<file path="src/rtl/multicycle_ctrl_fsm.sv">
// Multi-cycle CPU control FSM (IF/ID/EXE/MEM/WB); outputs are combinational from state/opcode/flags.
// Optional MC_CTRL_PERF_CNT_EN adds cycle_cnt/instr_cnt performance counters.
module multicycle_ctrl_fsm #(
    parameter int OPW     = 6,
    parameter int STATE_W = 3
) (
    input  logic               CLK,
    input  logic               RST,
    input  logic [OPW-1:0]     opcode,
    input  logic               zero,
    input  logic               sign,
    output logic               PCWre,
    output logic [1:0]         PCSrc,
    output logic               InsMemRW,
    output logic               IRWre,
    output logic               ExtSel,
    output logic               ALUSrcA,
    output logic               ALUSrcB,
    output logic [2:0]         ALUOp,
    output logic               RegWre,
    output logic [1:0]         RegDst,
    output logic               WrRegDSrc,
    output logic               DBDataSrc,
    output logic               mRD,
    output logic               mWR,
`ifdef MC_CTRL_PERF_CNT_EN
    output logic [31:0]        cycle_cnt,
    output logic [31:0]        instr_cnt,
`endif
    output logic [STATE_W-1:0] state
);

    typedef enum logic [2:0] {
        S_IF     = 3'b000,
        S_ID     = 3'b001,
        S_EXE_LS = 3'b010,
        S_MEM    = 3'b011,
        S_WB_LD  = 3'b100,
        S_EXE_BR = 3'b101,
        S_EXE_AL = 3'b110,
        S_WB_AL  = 3'b111
    } state_e;

    state_e     state_q, state_d;
    logic [5:0] op;
    logic       alu_en;

    assign op    = opcode[5:0];
    assign state = STATE_W'(state_q);

    // Opcode decode
    logic is_add, is_sub, is_addiu, is_and, is_andi, is_ori, is_xori, is_sll;
    logic is_slti, is_slt, is_sw, is_lw, is_beq, is_bne, is_bltz, is_j, is_jr, is_jal, is_halt;
    logic is_rtype, is_imm, is_branch, is_known, br_taken;

    assign is_add   = (op == 6'b000000);
    assign is_sub   = (op == 6'b000001);
    assign is_addiu = (op == 6'b000010);
    assign is_and   = (op == 6'b010000);
    assign is_andi  = (op == 6'b010001);
    assign is_ori   = (op == 6'b010010);
    assign is_xori  = (op == 6'b010011);
    assign is_sll   = (op == 6'b011000);
    assign is_slti  = (op == 6'b100110);
    assign is_slt   = (op == 6'b100111);
    assign is_sw    = (op == 6'b110000);
    assign is_lw    = (op == 6'b110001);
    assign is_beq   = (op == 6'b110100);
    assign is_bne   = (op == 6'b110101);
    assign is_bltz  = (op == 6'b110110);
    assign is_j     = (op == 6'b111000);
    assign is_jr    = (op == 6'b111001);
    assign is_jal   = (op == 6'b111010);
    assign is_halt  = (op == 6'b111111);

    assign is_rtype  = is_add | is_sub | is_and | is_sll | is_slt;
    assign is_imm    = is_addiu | is_andi | is_ori | is_xori | is_slti;
    assign is_branch = is_beq | is_bne | is_bltz;
    assign is_known  = is_rtype | is_imm | is_branch | is_sw | is_lw | is_halt
                     | is_j | is_jr | is_jal;
    assign br_taken  = (is_beq & zero) | (is_bne & ~zero) | (is_bltz & sign);

    // ALU controls are a pure function of the opcode, gated on in EXE..WB
    assign ExtSel  = alu_en & ~(is_andi | is_ori | is_xori);
    assign ALUSrcA = alu_en & is_sll;
    assign ALUSrcB = alu_en & (is_imm | is_lw | is_sw);

    always_comb begin
        ALUOp = 3'b000;
        if (alu_en) begin
            if (is_sub | is_branch)      ALUOp = 3'b001;
            else if (is_sll)             ALUOp = 3'b010;
            else if (is_ori)             ALUOp = 3'b011;
            else if (is_and | is_andi)   ALUOp = 3'b100;
            else if (is_slt | is_slti)   ALUOp = 3'b110;
            else if (is_xori)            ALUOp = 3'b111;
        end
    end

    always_ff @(posedge CLK) begin
        if (!RST) state_q <= S_IF;
        else      state_q <= state_d;
    end

    always_comb begin
        state_d   = state_q;
        alu_en    = 1'b0;
        PCWre     = 1'b0;
        PCSrc     = 2'b00;
        InsMemRW  = 1'b0;
        IRWre     = 1'b0;
        RegWre    = 1'b0;
        RegDst    = 2'b00;
        WrRegDSrc = 1'b0;
        DBDataSrc = 1'b0;
        mRD       = 1'b0;
        mWR       = 1'b0;
        // Reset forces fetch-state outputs so no write enable fires at the reset edge
        if (!RST) begin
            state_d  = S_IF;
            InsMemRW = 1'b1;
            IRWre    = 1'b1;
        end else begin
            unique case (state_q)
                S_IF: begin
                    InsMemRW = 1'b1;
                    IRWre    = 1'b1;
                    state_d  = S_ID;
                end
                S_ID: begin
                    if (is_halt) begin
                        state_d = S_ID;
                    end else if (is_j | is_jr | is_jal | !is_known) begin
                        PCWre   = 1'b1;
                        PCSrc   = (is_j | is_jal) ? 2'b11 : (is_jr ? 2'b10 : 2'b00);
                        RegWre  = is_jal;
                        state_d = S_IF;
                    end else if (is_branch) begin
                        state_d = S_EXE_BR;
                    end else if (is_lw | is_sw) begin
                        state_d = S_EXE_LS;
                    end else begin
                        state_d = S_EXE_AL;
                    end
                end
                S_EXE_LS: begin
                    alu_en  = 1'b1;
                    state_d = S_MEM;
                end
                S_MEM: begin
                    alu_en = 1'b1;
                    if (is_sw) begin
                        mWR     = 1'b1;
                        PCWre   = 1'b1;
                        state_d = S_IF;
                    end else begin
                        mRD     = 1'b1;
                        state_d = S_WB_LD;
                    end
                end
                S_WB_LD: begin
                    alu_en    = 1'b1;
                    mRD       = 1'b1;
                    DBDataSrc = 1'b1;
                    RegWre    = 1'b1;
                    RegDst    = 2'b01;
                    WrRegDSrc = 1'b1;
                    PCWre     = 1'b1;
                    state_d   = S_IF;
                end
                S_EXE_BR: begin
                    alu_en  = 1'b1;
                    PCWre   = 1'b1;
                    PCSrc   = br_taken ? 2'b01 : 2'b00;
                    state_d = S_IF;
                end
                S_EXE_AL: begin
                    alu_en  = 1'b1;
                    state_d = S_WB_AL;
                end
                S_WB_AL: begin
                    alu_en    = 1'b1;
                    RegWre    = 1'b1;
                    WrRegDSrc = 1'b1;
                    RegDst    = is_rtype ? 2'b10 : 2'b01;
                    PCWre     = 1'b1;
                    state_d   = S_IF;
                end
                default: state_d = S_IF;
            endcase
        end
    end

`ifdef MC_CTRL_PERF_CNT_EN
    logic [31:0] cycle_cnt_q, instr_cnt_q;

    always_ff @(posedge CLK) begin
        if (!RST) begin
            cycle_cnt_q <= '0;
            instr_cnt_q <= '0;
        end else begin
            cycle_cnt_q <= cycle_cnt_q + 32'd1;
            if (PCWre) instr_cnt_q <= instr_cnt_q + 32'd1;
        end
    end

    assign cycle_cnt = cycle_cnt_q;
    assign instr_cnt = instr_cnt_q;
`endif

endmodule

</file>
<file path="config.mk">
export PLATFORM = sky130hd
export DESIGN_NAME = multicycle_ctrl_fsm
export DESIGN_NICKNAME = d
export VERILOG_FILES = /design/src/rtl/multicycle_ctrl_fsm.sv
export SDC_FILE = /design/constraint.sdc
export NUM_CORES = 1
export LEC_CHECK = 0
export ABC_AREA = 0
export BUFFER_PORTS_ARGS = -buffer_cell sky130_fd_sc_hd__buf_2
export CORE_MARGIN = 3
export CORE_UTILIZATION = 50
export DETAILED_ROUTE_END_ITERATION = 16
export PLACE_DENSITY = 0.9
export SLEW_MARGIN = 5
export SYNTH_ARGS = -nofsm -noshare
export SYNTH_HDL_FRONTEND = slang
export SYNTH_SLANG_ARGS = --single-unit
</file>
<file path="constraint.sdc">
create_clock -name CLK -period 3 [get_ports CLK]
set_input_delay 0.3 -clock CLK [delete_from_list [all_inputs] [get_ports CLK]]
set_output_delay 0.3 -clock CLK [all_outputs]
set_load 0.01 [all_outputs]
</file>
==> results of run 1 <==
[critical path: stages (launching register included)]
cell	delay (ns)
dfxtp_1	0.49
inv_1	0.18
or4b_1	0.56
a211oi_2	0.25
buf_2	0.16
[how the worst max path moves through the flow]
stage | endpoint | slack (ns) | depth (start not counted)
floorplan | PCSrc[0] | 1.27 | 4
global placement | PCSrc[0] | 1.04 | 6
detailed placement | PCSrc[0] | 0.97 | 6
CTS | PCSrc[0] | 0.86 | 4
global route | PCSrc[0] | 0.76 | 4
finish | PCSrc[0] | 0.84 | 4
[routing by layer]
metal | part of all wire, % | vias to the layer above | global-route usage, % | routed length (um)
met3 | 7.9 | 2 | 0.4149 | 158
met4 | 0.95 | 0 | 9.639 | 19
met1 | 41 | 392 | 29.38 | 827
met5 | 0 | - | 0 | 0
li1 | - | 437 | - | -
met2 | 50 | 47 | 33.63 | 993
[cell usage after synthesis (2+ instances only)]
| library cell | instances | area share [%] |
|---|---|---|
| mux2i_1 | 2 | 2.9 |
| nand2_1 | 10 | 5.4 |
| a21o_1 | 2 | 2.2 |
| nand2b_1 | 3 | 2.7 |
| o21ai_1 | 2 | 1.4 |
| a21oi_1 | 2 | 1.4 |
| o32ai_1 | 2 | 2.5 |
| or3_1 | 2 | 1.8 |
| nor2b_1 | 2 | 1.8 |
| dfxtp_1 | 3 | 8.6 |
| o21ai_0 | 2 | 1.4 |
| nor2_1 | 11 | 5.9 |
| nor3_1 | 7 | 5.0 |
| buf_2 | 7 | 5.0 |
| and2_1 | 5 | 4.5 |
| a211oi_1 | 2 | 2.2 |
| o2bb2ai_1 | 3 | 3.8 |
| a22oi_1 | 3 | 3.2 |
| inv_1 | 4 | 2.2 |
| clkbuf_1 | 3 | 1.6 |
| nand3_1 | 4 | 2.9 |
[power breakdown]
group          total (mW)  leakage (nW)  internal, mW  switching [mW]
logic              0.0950         0.324        0.0379          0.0570
registers          0.0508        0.0246        0.0431         0.00763
clock network      0.0670        0.0150        0.0496          0.0174
total               0.213         0.364         0.131          0.0820
[logic make-up after synthesis]
group,after synthesis
mux,2
flops,3
xor+xnor,2
simple gates,53
buf+inv,16
compound gates,30
[per-stage QoR]
step	total power [mW]	hold slack (ns)	worst slack, ns	instances	area [um2]
3_5_place_dp	0.1445	0.6664	0.9660	138	799.5
6_report	0.2127	0.4380	0.8392	142	825.8
3_3_place_gp	0.1405	0.6385	1.039	138	799.5
5_1_grt	0.2304	0.4462	0.7613	142	825.8
2_1_floorplan	0.1219	0.6097	1.272	106	696.9
4_1_cts	0.2142	0.4285	0.8626	142	825.8
[cell type report]
class                      instances  area share, %
tap                               14          2.121
clock buffer                       4          3.182
inverter                           4          1.818
sequential                         3          7.273
multi-input combinational         87          67.42
timing repair buffer              30          18.18
[placed cells by master (no fill, tap or decap), drive strengths merged, types with 2 or more instances in the layout]
master   Yosys  final
o32ai        2      2
nor2        11     11
or3          2      2
nand2b       3      3
nand2       10     10
and2b        2      2
o21ai        4      4
inv          4      4
o2bb2ai      3      3
a21oi        2      2
buf          9     30
dfxtp        3      3
nand3        4      4
nor2b        2      2
and2         5      5
a211oi       3      3
clkbuf       3      4
a22oi        3      3
a21o         2      2
mux2i        2      2
nor3         8      8
==> qor.yml, run 1 <==
layout:
  syn_to_final_growth_pct: 18.49
  final-seq-area_um2: 60.06
  finish.utilization_pct: 68.75
  multi_input_area_um2: 556.8
  fill_cells: 113
  nNetsFinal: 139
  drive_gt1_share_pct: 28.13
  n_antenna_cell: 0
  largest_reg_flops: 3
worst_setup_path:
  rr_endpoint: "state[2]"
  worstSetupStartpoint: "state[2]"
  critical_path_class: "flip-flop to primary output"
  critPathArrivalTime_ns: 1.86
  ff2ff_setup_slack_ns: 1.82
  crit_required_ns: 2.70
  worstPathMaxFanout: 9
  startpoint_type: "flip-flop"
  cp-end-kind: "primary output"
  ff2ff_path_depth: 4
  rr_startpoint: "state[2]"
floorplanning:
  coreArea_mm2: 0.001201
  io_pins: 31
  die_area_mm2: 0.001878
  rows: 12
  die_h_um: 43.34
  dieWidth_um: 43.34
  start_util_pct: 58.02
sta:
  worst_pin_slew_ns: 0.4967
  drv_slew: 0
  fmax_mhz: 462.8
  hold_viol: 0
  setup_tns_ns: 0
  skew_ns: 0.0002695
  finalCriticalPeriod_ns: 2.161
  setup_viol: 0
  finalCritPeriodShare_pct: 72.03
  relSlewSlack_pct: 66.67
  rsz0062_at_grt: "no"
drt:
  drtAntennaViolNets: 0
  route.vias.total: 878
  drc_errors: 0
  wl_per_cell_um: 14.07
  drt_first_pass_iters: 4
  vias_per_cell: 6.183
  drt_iter0_drc: 34
  routed_wl_um: 1998
run_status:
  outcome: "finished clean"
synth:
  synth_cell_types: 46
  ys_ff_latch: 3
  synth_fp_nets: 116
  synthXorXnorAreaFrac_pct: 2.513
  synth_flop_cell: "dfxtp_1"
  synth-async-reset-ratio_pct: 0
  synth.yosys.warnings: 0
  synth_edf_count: 0
  synth-seq-area-share_pct: 8.618
  netlist_instances: 106
  synthAdderAreaFrac_pct: 0
  synthMuxAreaShare_pct: 2.873
  synth_top_family_by_area: "simple AND/OR/NAND/NOR gates"
  yosys.area_share.simple_pct: 40.93
  synth_compound_area_share_pct: 33.57
  synth_area_um2: 696.9
  syn_avg_cell_area_um2: 6.575
clock_network:
  cts_max_level: 1
  cts.sinks: 3
  cts_tree: "yes"
  hold_buffers: 0
  cts_max_path_buffers: 2
  post-cts-setup-buffers: 0
  cts_buffers: 3
  clkTransAtPathRegs_ns: 0.03
  clk_latency_ns: 0.22
  cts-root-buf: "clkbuf_4"
  cts_resized: 0
placement:
  gp_congestion: 0.9050
  portBuffers: 30
  place_hpwl_um: 1565
worst_hold_path:
  hold-path-cell-count: 2
  hp-start: "RST"
  worstHoldPathType: "input port to flip-flop"
  worst_hold_path.endpoint: "state[0]"
power_and_ir_drop:
  leakagePower_nw: 0.3635
  pwr_density_cell_mw_per_mm2: 257.6
  vdd_drop_max_mv: 0.2338
global_routing:
  grt_usage_pct: 21.08
  grt_max_degree: 21
  grt_pass1_wl_um: 3194
  grt_overflow: 0
  antenna_found_initial: 0
  grt_pass1_vias: 727
run:
  cap_violations: 0
No activity file was read; power rests on OpenSTA's default activity.
==> run 2, diff against run 1 <==
Settings changed: CORE_UTILIZATION 50 to 42, PLACE_DENSITY 0.9 to 0.81.
Clock period 3 ns to 1.8 ns, I/O delays scaled along.
==> run 2 against run 1 <==
Against the previous run:
- sequential cell count unchanged
- worst setup slack worse by 0.75 ns
- non-clock buffer count grew 8
- total power is 74% higher
- clock power is 73% higher
- final cell count up 7.0%
- sequential share of layout area fell by 0.51 points
- critical path depth unchanged
- final area up 7.6%
- largest cell class unchanged
- largest power group unchanged
==> qor.yml, run 2 (synthesis results as in run 1) <==
sta:
  fmax_mhz: 583.1
  setup_viol: 0
  worst_pin_slew_ns: 0.4332
  rsz0062_at_grt: "no"
  hold_viol: 0
  finalCriticalPeriod_ns: 1.715
  finalCritPeriodShare_pct: 95.28
  setup_tns_ns: 0
  relSlewSlack_pct: 70.93
  skew_ns: 0.002067
  drv_slew: 0
worst_setup_path:
  critical_path_class: "flip-flop to primary output"
  worst_path_max_delay_cell: "or4b_1"
  worstPathCellList: "inv_2, or4b_1, a211oi_2, buf_2"
  cp-end-kind: "primary output"
  slowest_delay_ns: 0.53
  startpoint_type: "flip-flop"
  worstPathMaxFanout: 6
  crit_required_ns: 1.62
  critPathArrivalTime_ns: 1.53
drt:
  drt_iter0_drc: 12
  drc_errors: 0
  route.vias.total: 898
  drt_first_pass_iters: 4
  vias_per_cell: 5.908
  wl_per_cell_um: 12.70
  routed_wl_um: 1930
  drtAntennaViolNets: 0
clock_network:
  cts.sinks: 3
  cts-root-buf: "clkbuf_4"
  cts_buffers: 3
  clkTransAtPathRegs_ns: 0.04
  cts_max_path_buffers: 2
  cts_resized: 0
  hold_buffers: 0
  clk_latency_ns: 0.23
  cts_tree: "yes"
  cts_max_level: 1
  post-cts-setup-buffers: 0
layout:
  finish.utilization_pct: 57.63
  syn_to_final_growth_pct: 27.47
  largest_reg_flops: 3
  multi_input_area_um2: 556.8
  nNetsFinal: 147
  fill_cells: 146
  drive_gt1_share_pct: 33.09
  final_common_cell: "buf_2"
  final_cell_mix: "buf_2 (30), nor2_1 (11), nand2_1 (10), buf_4 (8), nor3_1 (7)"
  final-seq-area_um2: 60.06
  n_antenna_cell: 0
floorplanning:
  die_h_um: 46.74
  dieWidth_um: 46.74
  die_area_mm2: 0.002184
  rows: 14
  start_util_pct: 45.21
  io_pins: 31
  coreArea_mm2: 0.001541
power_and_ir_drop:
  p_switching_mw: 0.1403
  p_int_mw: 0.2305
  vdd_drop_max_mv: 0.3762
  totalPowerFinal_mw: 0.3707
  pwr_density_cell_mw_per_mm2: 417.3
  seqPwrFrac_pct: 22.4
  leakagePower_nw: 0.4028
  switching_share_pct: 37.83
  combinationalPowerShare_pct: 46.3
  p_clk_share_pct: 31.4
global_routing:
  grt_usage_pct: 19.25
  grt_overflow: 0
  grt_max_degree: 14
  grt_pass1_wl_um: 3111
  antenna_found_initial: 0
  grt_pass1_vias: 761
run:
  cap_violations: 0
placement:
  place_hpwl_um: 1550
  portBuffers: 30
  gp_congestion: 0.9063
run_status:
  outcome: "finished clean"
worst_hold_path:
  worstHoldPathType: "input port to flip-flop"
## run 2: changes by cell type in the layout (fill, tap and decap cells not counted), sizes merged
cell  change
buf       +8
## run 2: cell type report
type	count	share of cell area, %
Clock buffer	4	2.958
Inverter	4	1.690
Multi-Input combinational cell	87	62.68
Sequential cell	3	6.761
Tap cell	16	2.254
Timing Repair Buffer	38	23.66
## run 2: critical path, delay by kind of cell (launching register included)
kind | cells | cell delay, ns
flip-flops | 1 | 0.33
buffers and inverters | 2 | 0.22
AO/OA/AOI/OAI | 1 | 0.22
AND/OR/NAND/NOR | 1 | 0.53
## run 2: worst paths after layout
kind                    to  depth (start not counted)  slack [ns]  startpoint
hold reg to reg   state[0]                          2        0.64    state[2]
setup reg to reg  state[2]                          3        0.70    state[0]
setup / recovery  PCSrc[0]                          4        0.09    state[2]
hold / removal    state[1]                          3        0.30         RST
## run 2: per-stage QoR
step | std cells | worst slack (ns) | hold slack, ns | area, um2
floorplan | 106 | 0.1923 | 0.4897 | 696.9
global placement | 148 | 0.1182 | 0.5137 | 862.1
detailed placement | 148 | 0.09570 | 0.5303 | 862.1
CTS | 152 | 0.04536 | 0.2913 | 888.4
global route | 152 | 0.02906 | 0.3123 | 888.4
finish | 152 | 0.08504 | 0.2961 | 888.4
## run 2: power by group through the flow
stage	logic (mW)	registers [mW]	clock network, mW
after detailed placement	0.170	0.0834	0
after CTS	0.171	0.0823	0.120
after global routing	0.190	0.0833	0.134
final	0.171	0.0830	0.116
after floorplan	0.126	0.0774	0
after global placement	0.166	0.0827	0
## run 2: metal layers
metal	wire length [um]	up-vias	GRT usage (%)	share of wire, %
li1	-	454	-	-
met1	797	410	21.51	41
met2	980	32	35.16	51
met3	139	2	5.747	7.2
met4	12	0	5.525	0.62
met5	0	-	0	0
